## config.mk

```make
export PLATFORM = sky130hd
export DESIGN_NAME = seq_match_arbiter_flat
export DESIGN_NICKNAME = d
export VERILOG_FILES = /design/src/rtl/seq_match_arbiter_pkg.sv /design/src/rtl/seq_match_arbiter_if.sv /design/src/rtl/seq_match_arbiter_rr.sv /design/src/rtl/seq_match_arbiter.sv /design/src/flat_wrapper.sv
export SDC_FILE = /design/constraint.sdc
export NUM_CORES = 1
export LEC_CHECK = 0
export BUFFER_PORTS_ARGS = -buffer_cell sky130_fd_sc_hd__buf_4
export CAP_MARGIN = 20
export CORE_MARGIN = 10
export CORE_UTILIZATION = 45
export CTS_BUF_LIST = sky130_fd_sc_hd__clkbuf_4
export CTS_CLUSTER_DIAMETER = 50
export DETAILED_ROUTE_END_ITERATION = 10
export PLACE_DENSITY = 0.64
export SETUP_SLACK_MARGIN = 0.05
export SLEW_MARGIN = 15
export SYNTH_ARGS = -nofsm -noshare
export SYNTH_HDL_FRONTEND = slang
export SYNTH_SLANG_ARGS = --single-unit
```

## constraint.sdc

```tcl
create_clock -name clk -period 6.7 [get_ports clk]
set_clock_uncertainty 0.15 [all_clocks]
set_input_delay 0.335 -clock clk [delete_from_list [all_inputs] [get_ports clk]]
set_output_delay 0.335 -clock clk [all_outputs]
set_load 0.03 [all_outputs]
```

## src/rtl/seq_match_arbiter_pkg.sv

```systemverilog
// Shared types for the serial-pattern matcher: FSM encoding and the
// round-robin pointer advance used by the arbiter.
package seq_match_pkg;

  typedef enum logic [1:0] {
    IDLE = 2'd0,
    LOAD = 2'd1,
    RUN  = 2'd2
  } state_t;

  localparam int RR_N = 4;
  localparam int RR_W = $clog2(RR_N);

  function automatic logic [RR_W-1:0] next_rr(input logic [RR_W-1:0] g);
    return (g == RR_W'(RR_N - 1)) ? '0 : g + 1'b1;
  endfunction

endpackage

```

## src/rtl/seq_match_arbiter_if.sv

```systemverilog
// Requester/detection bus of the shared matcher: per-channel bit offers,
// one-hot grants, detection pulses and the counter read port.
interface seq_match_arbiter_if #(
  parameter int N_CH  = 4,
  parameter int CNT_W = 8
);
  localparam int CH_W = $clog2(N_CH);

  logic [N_CH-1:0]  req_valid;
  logic [N_CH-1:0]  req_bit;
  logic [N_CH-1:0]  req_ready;
  logic             match_valid;
  logic [CH_W-1:0]  match_ch;
  logic [CH_W-1:0]  cnt_sel;
  logic [CNT_W-1:0] cnt_data;

  modport master (
    output req_valid, req_bit, cnt_sel,
    input  req_ready, match_valid, match_ch, cnt_data
  );

  modport slave (
    input  req_valid, req_bit, cnt_sel,
    output req_ready, match_valid, match_ch, cnt_data
  );
endinterface

```

## src/rtl/seq_match_arbiter_rr.sv

```systemverilog
// Round-robin grant: first requester at or after the pointer, wrapping;
// the pointer moves past the winner only when a grant is issued.
module rr_arbiter
  import seq_match_pkg::*;
#(
  parameter int N = 4
) (
  input  logic                 clk,
  input  logic                 reset,
  input  logic                 en,
  input  logic [N-1:0]         req,
  output logic [N-1:0]         grant,
  output logic [$clog2(N)-1:0] gidx
);
  localparam int W = $clog2(N);

  if (N != RR_N) begin : g_bad_n
    $error("rr_arbiter: N must equal seq_match_pkg::RR_N");
  end

  logic [W-1:0] ptr;
  logic         found;

  always_comb begin
    grant = '0;
    gidx  = '0;
    found = 1'b0;
    for (int i = 0; i < N; i++) begin
      if (en && !found && req[(int'(ptr) + i) % N]) begin
        found = 1'b1;
        grant[(int'(ptr) + i) % N] = 1'b1;
        gidx = W'((int'(ptr) + i) % N);
      end
    end
  end

  // a grant implies its requester is valid, so any grant is an accept
  always_ff @(posedge clk or posedge reset) begin
    if (reset)       ptr <= '0;
    else if (found)  ptr <= next_rr(gidx);
  end

endmodule

```

## src/rtl/seq_match_arbiter.sv

```systemverilog
// One programmable pattern matcher time-shared by N_CH serial streams;
// per-channel history, fill level and saturating match counters.
module seq_match_arbiter
  import seq_match_pkg::*;
#(
  parameter int N_CH    = 4,
  parameter int PAT_LEN = 5,
  parameter int CNT_W   = 8
) (
  input  logic               clk,
  input  logic               reset,
  input  logic [PAT_LEN-1:0] cfg_pattern,
  input  logic               cfg_load,
  input  logic               enable,
  output logic [1:0]         state_o,
  seq_match_arbiter_if.slave bus
);
  localparam int CH_W   = $clog2(N_CH);
  localparam int FILL_W = $clog2(PAT_LEN + 1);

  state_t                         state;
  logic [PAT_LEN-1:0]             pat;
  logic                           cfg_ok;

  logic [N_CH-1:0][PAT_LEN-1:0]   hist;
  logic [N_CH-1:0][FILL_W-1:0]    fill;
  logic [N_CH-1:0][CNT_W-1:0]     cnt;

  logic [N_CH-1:0]                grant;
  logic [CH_W-1:0]                gidx;
  logic                           acc;
  logic [PAT_LEN-1:0]             cur_hist;
  logic [PAT_LEN-1:0]             new_hist;
  logic [FILL_W-1:0]              cur_fill;
  logic [FILL_W-1:0]              new_fill;
  logic                           hit;

  rr_arbiter #(.N(N_CH)) u_rr (
    .clk   (clk),
    .reset (reset),
    .en    (state == RUN),
    .req   (bus.req_valid),
    .grant (grant),
    .gidx  (gidx)
  );

  assign bus.req_ready = grant;
  assign acc           = |(grant & bus.req_valid);

  always_comb begin
    cur_hist = hist[gidx];
    cur_fill = fill[gidx];
    new_hist = {cur_hist[PAT_LEN-2:0], bus.req_bit[gidx]};
    new_fill = (cur_fill == FILL_W'(PAT_LEN)) ? cur_fill : cur_fill + 1'b1;
    hit      = acc && (new_hist == pat) && (new_fill == FILL_W'(PAT_LEN));
  end

  // control FSM plus the registered detection outputs
  always_ff @(posedge clk or posedge reset) begin
    if (reset) begin
      state           <= IDLE;
      pat             <= '0;
      cfg_ok          <= 1'b0;
      bus.match_valid <= 1'b0;
      bus.match_ch    <= '0;
    end else begin
      bus.match_valid <= hit;
      if (hit) bus.match_ch <= gidx;
      case (state)
        IDLE: begin
          if (cfg_load) begin
            pat    <= cfg_pattern;
            cfg_ok <= 1'b1;
            state  <= LOAD;
          end else if (enable && cfg_ok) begin
            state  <= RUN;
          end
        end
        LOAD:    state <= IDLE;
        RUN:     if (!enable) state <= IDLE;
        default: state <= IDLE;
      endcase
    end
  end

  // accepts only happen in RUN, so the LOAD clear never races an update
  always_ff @(posedge clk or posedge reset) begin
    if (reset) begin
      hist <= '0;
      fill <= '0;
      cnt  <= '0;
    end else if (state == LOAD) begin
      hist <= '0;
      fill <= '0;
      cnt  <= '0;
    end else if (acc) begin
      hist[gidx] <= new_hist;
      fill[gidx] <= new_fill;
      if (hit && (cnt[gidx] != {CNT_W{1'b1}})) cnt[gidx] <= cnt[gidx] + 1'b1;
    end
  end

  assign bus.cnt_data = (int'(bus.cnt_sel) < N_CH) ? cnt[bus.cnt_sel] : '0;
  assign state_o      = state;

endmodule

```

## src/flat_wrapper.sv

```systemverilog
// flat-port wrapper written by rule: the top's interface ports become plain ports
module seq_match_arbiter_flat import seq_match_pkg::*;
#(
  parameter int N_CH    = 4,
  parameter int PAT_LEN = 5,
  parameter int CNT_W   = 8
)
  (clk, reset, cfg_pattern, cfg_load, enable, state_o, bus_req_valid, bus_req_bit, bus_cnt_sel, bus_req_ready, bus_match_valid, bus_match_ch, bus_cnt_data);
  seq_match_arbiter_if #(.N_CH(N_CH), .CNT_W(CNT_W)) bus_i ();
  input  logic clk;
  input  logic reset;
  input  logic [PAT_LEN-1:0] cfg_pattern;
  input  logic cfg_load;
  input  logic enable;
  output logic [1:0] state_o;
  input wire logic [$bits(bus_i.req_valid)-1:0] bus_req_valid;
  input wire logic [$bits(bus_i.req_bit)-1:0] bus_req_bit;
  input wire logic [$bits(bus_i.cnt_sel)-1:0] bus_cnt_sel;
  output wire logic [$bits(bus_i.req_ready)-1:0] bus_req_ready;
  output wire logic [$bits(bus_i.match_valid)-1:0] bus_match_valid;
  output wire logic [$bits(bus_i.match_ch)-1:0] bus_match_ch;
  output wire logic [$bits(bus_i.cnt_data)-1:0] bus_cnt_data;
  assign bus_i.req_valid = bus_req_valid;
  assign bus_i.req_bit = bus_req_bit;
  assign bus_i.cnt_sel = bus_cnt_sel;
  assign bus_req_ready = bus_i.req_ready;
  assign bus_match_valid = bus_i.match_valid;
  assign bus_match_ch = bus_i.match_ch;
  assign bus_cnt_data = bus_i.cnt_data;
  seq_match_arbiter #(.N_CH(N_CH), .PAT_LEN(PAT_LEN), .CNT_W(CNT_W)) u_core (.clk(clk), .reset(reset), .cfg_pattern(cfg_pattern), .cfg_load(cfg_load), .enable(enable), .state_o(state_o), .bus(bus_i));
endmodule
```

* Yosys cells after proc, flatten, opt, wreduce, memory -nomap -nowiden
Index checks and enable logic that the tools add are counted.
Storage, ports and cells: register bits after elaboration 77, bits in latches 0, bits in writable memories 0, memory bits (read-only) 0, bits of input ports 19, output and inout bits 17, word-level logic and storage cells 143, memories kept 0
Cells by class: $add $sub $neg 6, $mul 0, divide/modulo/power cells 0, $lt $le $gt $ge 11, equality and inequality tests 9, shift operators 0, multiplexer cells 63, bitwise operators 7, reduce and logical (&&, ||, !) cells 29
Operators with widths (count):
- 2-to-1 mux 32 bit | 3
- 2-to-1 mux 20 bit | 2
- binary-select mux 8 bit (select 2 bit) | 2
- bitwise mux 32 bit | 1
- 2-to-1 mux 12 bit | 2
- 2-to-1 mux 8 bit | 3
- bitwise mux 20 bit | 1
- 2-to-1 mux 4 bit | 5
- demux 8 bit (select 2 bit) | 1
- logical AND 1 bit | 16
- 2-to-1 mux 1 bit | 16
- 2-to-1 mux 2 bit | 8
- bitwise mux 12 bit | 1
- < comparator 3 x 4 -> 1 bit (second input constant) | 3
- OR 4 bit | 3
- binary-select mux 1 bit (select 2 bit) | 5
- binary-select mux 5 bit (select 2 bit) | 1
- demux 5 bit (select 2 bit) | 1
- greater-or-equal comparator 3 x 1 -> 1 bit (second input constant) | 3
- < comparator 2 x 3 -> 1 bit (second input constant) | 3
- 2-to-1 mux 3 bit | 3
- adder 8 x 1 -> 8 bit (second input constant) | 1
- demux 1 bit (select 2 bit) | 4
- != test 8 bit (second input constant) | 1
- 22 further kinds | 36

* Longest topological paths before layout
word-level depth 26, depth in mapped cells 22, mapped depth without buffers 17

* Cells and area by module
From an unflattened synthesis, not the netlist that was laid out.
Second synthesis, totals: cell total of the unflattened synthesis 448, area total of the unflattened synthesis 4683.2 µm²
Modules (own cells, without submodules):
- seq_match_arbiter | instances 1, cells each 370, area an instance 4017.6 µm², sequential area each 1776.7 µm²
- rr_arbiter | instances 1, cells each 78, area an instance 665.6 µm², sequential area each 50.0 µm²

* Worst setup path after synthesis
No wires, ideal clock.
kind reg-to-reg, start point register u_core.u_rr.ptr[0], end point register u_core.bus.match_ch[1], setup time 0.128 ns, arrival 4.180 ns, data required time 6.422 ns, path slack 2.242 ns, stages on the path, launching flop included 18, path buffers 3, period minus slack after synthesis 4.458 ns, path through dfrtp_1 buf_6 inv_1 ha_1 mux4_2 a21boi_0 o221a_2 nor3_4 clkbuf_1 mux2i_1 inv_1 ha_1 nand2b_1 mux2i_4 nor3_1 o2111a_1 buf_6 mux2_1
On the way: word-level cells in the longest chain between the ends 22, elaborated cells between the ends (all ways) 79, classes of those cells add/sub (4); order compare (8); eq/ne (3); mux (37); bitwise (7); reduce/logical (20)
RTL lines:
- from (decl) | line seq_match_arbiter_rr.sv:21 | logic [W-1:0] ptr;
- from (signal assigned) | line seq_match_arbiter_rr.sv:40 | else if (found) ptr <= next_rr(gidx);
- parallel branches: the longest is 15 deep, another holds adder 2 x 1 -> 2 bit
- 2-to-1 mux 2 bit (*) | line seq_match_arbiter_rr.sv:29 | if (en && !found && req[(int'(ptr) + i) % N]) begin
- named net u_core.gidx[1] | line seq_match_arbiter.sv:30 | logic [CH_W-1:0] gidx;
- binary-select mux 3 bit (select 2 bit) | line seq_match_arbiter.sv:52 | cur_fill = fill[gidx];
- 2-to-1 mux 3 bit (implied by the code) | line seq_match_arbiter.sv:52
- adder 3 x 1 -> 3 bit / == test 3 bit (equally long branches) | line seq_match_arbiter.sv:54 | new_fill = (cur_fill == FILL_W'(PAT_LEN)) ? cur_fill : cur_fill + 1'b1;
- 2-to-1 mux 3 bit | line seq_match_arbiter.sv:54
- == test 3 bit | line seq_match_arbiter.sv:55 | hit = acc && (new_hist == pat) && (new_fill == FILL_W'(PAT_LEN));
- logical AND 1 bit (*) | line seq_match_arbiter.sv:55
- named net u_core.hit | line seq_match_arbiter.sv:36 | logic hit;
- to (signal assigned) | line seq_match_arbiter.sv:68 | if (hit) bus.match_ch <= gidx;
- to (decl) | line seq_match_arbiter_if.sv:24 | output req_ready, match_valid, match_ch, cnt_data
Mark *: on every way through the listed nets, which the timed path passes. The select of a mux whose other input is x is not followed. A chain may end at the register's enable or synchronous reset.

* Final worst setup path
start point register u_core.u_rr.ptr[0], end point register u_core.cnt[18] (netlist name)
On the way: word-level cells in the longest chain between the ends 25, elaborated cells between the ends (all ways) 96, classes of those cells add/sub (5); order compare (10); eq/ne (4); mux (45); bitwise (7); reduce/logical (25)
RTL lines:
- parallel branches: the longest is 25 deep, another holds adder 2 x 1 -> 2 bit
- to (signal assigned) | line seq_match_arbiter.sv:91 | cnt <= '0;
- to (signal assigned) | line seq_match_arbiter.sv:95 | cnt <= '0;
- to (decl) | line seq_match_arbiter.sv:27 | logic [N_CH-1:0][CNT_W-1:0] cnt;
Several ways; the timed one is not identified. The select of a mux whose other input is x is not followed.

==> impl_metrics.json <==
{
  "status": "complete, no violations",
  "vdd_drop_max_mv": 0.110,
  "dieArea_um2": 15700,
  "rows": 38,
  "endpoint_kind": "register",
  "antenna_found_initial": 0,
  "layout.nets": 559,
  "fin_tns_setup_ps": 0,
  "diodes": 0,
  "drc_errors": 0,
  "path_clk_slew_ps": 120,
  "rsz0062_at_grt": "no",
  "root_buffer": "clkbuf_4",
  "nFillCells": 989,
  "path_cells": "inv_1 > ha_1 > mux4_2 > a21boi_0 > o221a_2 > nor3_4 > inv_4 > mux4_2 > mux2i_4 > nor3_1 > o2111a_1 > nand3_4 > mux2i_1",
  "synth.most_common_cell": "dfrtp_1",
  "syn2layout_area_growth_pct": 10.2,
  "ant_nets": 0,
  "cp_max_fo": 25,
  "slew_headroom": 0.293,
  "totalWireLength_um": 12600,
  "synthTopCellsByArea": "dfrtp_1, mux2i_1, nand2_1",
  "ys_warn_count": 0,
  "crit_type": "reg -> reg",
  "synth_cells": 498,
  "via_count": 3980,
  "r2r-end": "u_core.cnt[18]",
  "slew_viol_final": 0,
  "clock_sinks": 73,
  "numCtsBuffers": 9,
  "post-route-min-period_ps": 5580,
  "cp.arrival_ps": 5730,
  "insertion_delay_ps": 430,
  "viasPerCell": 5.94,
  "ios": 36,
  "p_leak_nw": 2.50,
  "cts-htree-levels": 3,
  "drive_above_1_share": 0.194,
  "die_h_um": 125,
  "post_cts_resized": 0,
  "r2r_slack_ps": 1120,
  "die_w_um": 125,
  "synthTopCellsByCount": "dfrtp_1, nand2_1, mux2i_1",
  "seq_area_frac_synth": 0.366,
  "synth.ff_latch_count": 73,
  "rr_startpoint": "u_core.u_rr.ptr[0]",
  "power_density_nw_per_um2": 277,
  "cp_slowest_cell": "nor3_4",
  "cp.required_ps": 6850,
  "tightestPinTransition_ps": 1060,
  "portBuffers": 35,
  "synth_ff_type": "dfrtp_1",
  "setup_viol": 0,
  "cp_slowest_stage_delay_ps": 810,
  "synth_top_area_cell": "dfrtp_1",
  "grt_max_degree": 74,
  "cts_hold_repair.buffers": 6,
  "drt_pass1_iterations": 6,
  "async_flop_share": 1.00,
  "power_mw": 1.52,
  "hold_viol_final": 0,
  "period_share": 0.833,
  "critPathMostFrequentCell": "mux4_2",
  "synth_nets": 532,
  "initial_core_util": 0.460,
  "setup.worst_path.start": "u_core.u_rr.ptr[0]",
  "globalRouteOverflowTotal": 0,
  "synth_edf_count": 0,
  "grt_pass1_wl_um": 20800,
  "hold_path_class": "in -> async",
  "r2r_cells": 13,
  "hpwl_um": 8800,
  "gp_congestion": 0.909,
  "cts_buffer_depth": 2,
  "wl_per_cell_um": 18.7,
  "track_usage": 0.159,
  "core_area_um2": 10800,
  "dr.first_iter.drc_count": 398,
  "avgSynthCellArea_um2": 10.0,
  "postCtsSetupBuffers": 0,
  "yosys.cell_types.count": 68,
  "cap_violations": 0,
  "cp-endpoint": "u_core.cnt[18]",
  "yosysTopAreaCellShare": 0.366,
  "grt_pass1_vias": 3895,
  "synth_area_um2": 4990,
  "fmax_mhz": 179,
  "cts_tree": "built",
  "cp-start-kind": "register"
}
[registers in the layout (all words and copies together), names as in the netlist, 2 cells and up]
signal and cells:
u_core.cnt 32, u_core.hist 16, u_core.pat 5, u_core.state_o 2, u_core.bus.match_ch 2, u_core.fill 12
u_core.u_rr.ptr 2
[how the worst min path moves through the flow]
stage                       start                end  slack, ps  depth (start not counted)
floorplan           u_core.cfg_ok      u_core.cfg_ok        290                          1
global placement    u_core.cfg_ok      u_core.cfg_ok        300                          1
detailed placement  u_core.cfg_ok      u_core.cfg_ok        330                          1
CTS                         reset    u_core.hist[13]         30                          3
global route             cfg_load  u_core.state_o[1]         80                          4
finish                      reset     u_core.cnt[13]         30                          3
[power breakdown]
| part | switching (mW) | total, mW | internal, mW |
|---|---|---|---|
| logic | 0.434 | 0.690 | 0.256 |
| registers | 0.0535 | 0.533 | 0.479 |
| clock network | 0.153 | 0.301 | 0.147 |
| total | 0.641 | 1.52 | 0.883 |
[cells in the final DEF, fill, tap and decap left out, drive strengths merged, types with 3 or more instances in the layout]
master,instances
dlygate4sd3,6
mux2,13
nand2,71
a22oi,5
nand2b,4
mux4,11
or2,5
mux2i,63
a21boi,4
a22o,7
nor2,24
or3,6
and2,8
ha,15
dfrtp,73
nor3b,3
a2111oi,3
o21a,9
and3b,4
nand3,21
clkinv,4
nor4,3
nor2b,3
inv,13
and4,3
buf,39
a211oi,6
xor2,8
nor3,7
o21ai,26
a21oi,26
a21o,3
clkbuf,9
[worst max-delay path: cells and delay by family, from the launching register on]
family	cells	cell delay, ps
AOI/OAI and AO/OA	3	930
adders and majority gates	1	460
buffers and inverters	2	520
DFF	1	720
muxes	4	1390
and+or+nand+nor	3	1260
[area by class of cell]
class,instances,area [um^2],share of cell area
Tap cell,140,175,0.0319
Clock inverter,7,85.1,0.0155
Timing Repair Buffer,45,353,0.0642
Sequential cell,73,1830,0.332
Multi-Input combinational cell,383,2940,0.534
Clock buffer,9,67.6,0.0123
Inverter,13,51.3,0.00934
[metrics by stage]
stage               area [um^2]  worst slack [ps]  hold slack, ps   util  std cells
floorplan                  4990              2240             290      -        498
global placement           5270              1350             303  0.486        647
detailed placement         5270              1170             326  0.486        647
CTS                        5490              1150            32.6  0.506        669
global route               5490               817            80.7  0.507        670
finish                     5490              1120            33.3  0.507        670
[per-layer routing]
metal	GRT usage	up-vias	part of all wire
li1	-	1865	-
met2	0.234	120	0.45
met5	0	-	0
met1	0.231	1984	0.48
met4	0.0474	0	0.011
met3	0.0308	11	0.059
[logic make-up (layout without fill, tap and decap cells)]
logic type               after synthesis  count (layout)  synth area share
adder cells (fa/ha/maj)               15              15            0.0376
XOR/XNOR                               9               9            0.0158
AO/OA/AOI/OAI                        101             101             0.144
AND/OR/NAND/NOR                      171             171             0.183
multiplexers                          87              87             0.209
buffers and inverters                 42              74            0.0449
flip-flops                            73              73             0.366
(Power assumes the default switching activity.)
